===== src/rtl/cpu_cycle_stretch.sv =====
// cpu_cycle_stretch: CPU and 1 MHz clock-enable generator that stretches 1 MHz accesses to end on a 1 MHz high phase
module cpu_cycle_stretch #(
  parameter int CLK_DIV = 16
) (
  input  logic clk,
  input  logic reset,
  input  logic mhz1_enable,
  input  logic stretch_disable,
  output logic cpu_clken,
  output logic mhz1_clken,
  output logic phase_1m,
  output logic cpu_stall,
  output logic io_cycle_end
);
  localparam int W = $clog2(CLK_DIV);
  typedef enum logic [1:0] {S_RUN, S_HUNT, S_FINISH} state_t;
  if (CLK_DIV < 4 || CLK_DIV % 2 != 0) begin : g_bad_div
    $error("CLK_DIV must be even and >= 4");
  end
  state_t state, state_nx;
  logic [W-1:0] div_cnt;
  logic period_end, cycle_start;
  assign period_end  = div_cnt == W'(CLK_DIV - 1);
  assign cycle_start = div_cnt == '0;
  always_ff @(posedge clk) begin
    if (reset) begin
      div_cnt  <= '0;
      phase_1m <= 1'b0;
      state    <= S_RUN;
    end else begin
      div_cnt  <= period_end ? '0 : div_cnt + 1'b1;
      phase_1m <= phase_1m ^ period_end;
      state    <= state_nx;
    end
  end
  always_comb begin
    state_nx     = state == S_RUN    ? ((cycle_start && mhz1_enable && !stretch_disable) ? S_HUNT : S_RUN)
                 : state == S_HUNT   ? ((period_end && !phase_1m) ? S_FINISH : S_HUNT)
                 : state == S_FINISH ? (period_end ? S_RUN : S_FINISH)
                 : S_RUN;
    cpu_clken    = period_end && (state == S_RUN || state == S_FINISH);
    io_cycle_end = period_end && state == S_FINISH;
    mhz1_clken   = period_end && phase_1m;
    cpu_stall    = state != S_RUN;
  end
endmodule


===== config.mk =====
export PLATFORM = sky130hd
export DESIGN_NAME = cpu_cycle_stretch
export DESIGN_NICKNAME = d
export VERILOG_FILES = /design/src/rtl/cpu_cycle_stretch.sv
export SDC_FILE = /design/constraint.sdc
export NUM_CORES = 1
export LEC_CHECK = 0
export ABC_CLOCK_PERIOD_IN_PS = 1250
export BUFFER_PORTS_ARGS = -buffer_cell sky130_fd_sc_hd__buf_2
export CORE_AREA = 2 2 39 41
export CTS_CLUSTER_SIZE = 40
export DETAILED_ROUTE_END_ITERATION = 10
export DIE_AREA = 0 0 41 43
export PLACE_DENSITY = 0.53
export SLEW_MARGIN = 20
export SYNTH_ARGS = -nofsm -noshare
export SYNTH_HDL_FRONTEND = slang
export SYNTH_SLANG_ARGS = --single-unit

===== constraint.sdc =====
create_clock -name clk -period 1.25 [get_ports clk]
set_input_delay 0.0625 -clock clk [delete_from_list [all_inputs] [get_ports clk]]
set_output_delay 0.0625 -clock clk [all_outputs]
set_load 0.005 [all_outputs]

==> impl_metrics.yaml <==
yosys:
  async_flop_share: 0
  synth_edf_count: 0
  yosysUniqueCellTypes: 18
  synth_most_common_cell: "dfxtp_1"
  synth_nets: 43
  yosys.area.top_type_share: 0.4392
  ys_seq_area_frac: 0.4392
  ys_warn_count: 0
  yosysTopAreaCell: "dfxtp_1"
  synth-seq-cells: 7
  synth_common_cells: "7 x dfxtp_1, 4 x nor2_1, 3 x a21oi_1, 3 x ha_1, 3 x inv_1"
  synthCells: 36
  ys.flop_type: "dfxtp_1"
  syn_avg_cell_area_um2: 8.863
  synth.area.top_cells: "dfxtp_1 44%, ha_1 12%, a21oi_1 4.7%, nand3b_1 4.7%, nor2_1 4.7%"
  synth_area_um2: 319.1
power_and_ir_drop:
  p_leak_nw: 0.2153
  ir_worst_vdd_mv: 0.7511
  p_per_area_nw_per_um2: 1006
floorplanning:
  dieWidth_um: 41
  die_h_um: 43
  row_count: 14
  start_util: 0.2306
  pin_count: 9
  core-area_um2: 1384
  dieArea_um2: 1763
critical_path:
  critPathRequiredTime_ps: 1190
  worstSetupStartpointType: "flop"
  worst-setup-path-type: "reg -> out"
  cp_max_fo: 3
  slowest_delay_ps: 350
  cp_cell_sequence: "ha_4, nand3_4, buf_6, nor2_4, and2_1, buf_2"
  end_kind: "output port"
  cp_data_arrival_time_ps: 1240
  slowest_stage: "dfxtp_2"
  r2r_cells: 8
timing:
  setup_viol_count_final: 2
  max_slew_margin: 0.8401
  fmax_ghz: 0.7673
  timing.final.crit_share: 1.043
  fin_crit_ps: 1303
  rsz0062_at_grt: "yes"
  drv_slew: 0
  hold_viol_final: 0
  worstMarginPinSlew_ps: 236.5
  setup_ws_ps: -53.22
  skew_ps: 1.392
  tns_ps: -64.71
clocking:
  cts.sinks: 7
  htree_levels: 1
  worstSkewPairLatency_ps: 250
  cts_root_buf: "clkbuf_4"
  path_clk_slew_ps: 50
  cts_tree: "yes"
  clock_path_buffers: 2
  cts_buffers: 3
place:
  io_buffer_count: 8
  dp_hpwl_um: 504.4
  dpl.cell_count: 64
  dp_worst_setup_slack_ps: -0.8411
  finalWeightedCongestion: 0.6888
global_route:
  grt_pass1_wl_um: 1186
  first_global_vias: 293
  grt.total_usage: 0.1028
  grt_antenna_before_repair: 0
  grt-ovfl-total: 0
  grt_max_degree: 8
drt:
  dr.pass1.iters: 3
  detail-route-antenna-nets: 0
  route.detailed.drc: 0
  drtIter0Drc: 5
  detail_route.wl_per_cell_um: 10.61
  viasPerCell: 4.394
  num_vias: 312
  wl_um: 753
run_status:
  outcome: "finished with violations"
  violations: "setup timing"
finish:
  layout-drive-gt1-share: 0.5273
  final_cells: 71
  n_antenna_cell: 0
  seqCellArea_um2: 142.6
  multi_input_area_um2: 205.2
  fill_cells: 147
  final_util: 0.3734
  nets: 63
  syn_to_final_growth_pct: 61.96
job:
  drv_cap: 0
min_path:
  hp-class: "in -> reg"
  hold_path_depth: 2
per-stage QoR:
| step | hold slack [ps] | cell area (um2) | power, mW |
|---|---|---|---|
| after floorplan | 129.2 | 322.8 | 0.2759 |
| after global placement | 335.3 | 412.9 | 0.3001 |
| after detailed placement | 322.2 | 412.9 | 0.2998 |
| after CTS | 48.89 | 483.0 | 0.5248 |
| after global routing | 62.97 | 516.7 | 0.5504 |
| final | 61.24 | 516.7 | 0.5200 |
final cells by class:
class | count | area share
clock inverter | 1 | 0.009685
timing repair buffer | 15 | 0.1864
clock buffer | 3 | 0.04358
sequential | 7 | 0.2760
tap | 16 | 0.03874
inverter | 6 | 0.04843
multi-input combinational | 23 | 0.3971
cells in the final DEF, fill, tap and decap left out, types with 2 or more instances in the layout:
cell type  n
buf_2      8
buf_4      6
dfxtp_1    5
nor2_1     3
clkbuf_4   3
inv_2      2
inv_1      2
a21oi_1    2
nand3b_1   2
nor3_1     2
ha_4       2
dfxtp_2    2
registers in the layout, summed over array words and instances (netlist names):
signal and flops:
div_cnt 4, phase_1m 1, state 2
worst paths after layout:
| check | from | endpoint | slack, ps |
|---|---|---|---|
| setup / recovery | div_cnt[0] | io_cycle_end | -50 |
| setup reg to reg | div_cnt[0] | state[0] | -10 |
| hold / removal | reset | phase_1m | 60 |
| hold reg to reg | state[1] | state[0] | 490 |
worst max-delay path: cells and delay by family, from the launching register on:
| kind | cells | cell delay (ps) |
|---|---|---|
| fa+ha+maj | 1 | 150 |
| simple gates | 3 | 240 |
| buf+inv | 2 | 240 |
| flops | 1 | 350 |
layer usage:
metal	track usage	vias to the layer above	routed length [um]
li1	-	160	-
met1	0.1303	144	339
met2	0.1375	8	381
met3	0.06283	0	32
met5	0	-	0
met4	0.04000	0	0
cells by family after synthesis:
group | count (synthesis) | synth area share
compound gates | 5 | 0.09017
fa+ha+maj | 3 | 0.1177
simple gates | 14 | 0.2549
flops | 7 | 0.4392
xor+xnor | 1 | 0.02746
buf+inv | 6 | 0.07058
report_power, final:
group          internal [mW]  total [mW]  switching, mW
combinational         0.0356      0.0624         0.0269
sequential             0.235       0.250         0.0145
clock                  0.117       0.208         0.0906
repair_timing:
| item | CTS | global route |
|---|---|---|
| buffers inserted | 2 | 1 |
| cloned | 0 | 0 |
| pin swaps | 2 | 2 |
| resized for setup | 6 | 6 |
| endpoints found under the setup margin | 4 | 6 |
| hold buffers | 0 | 0 |
No activity file was read; power rests on OpenSTA's default activity.
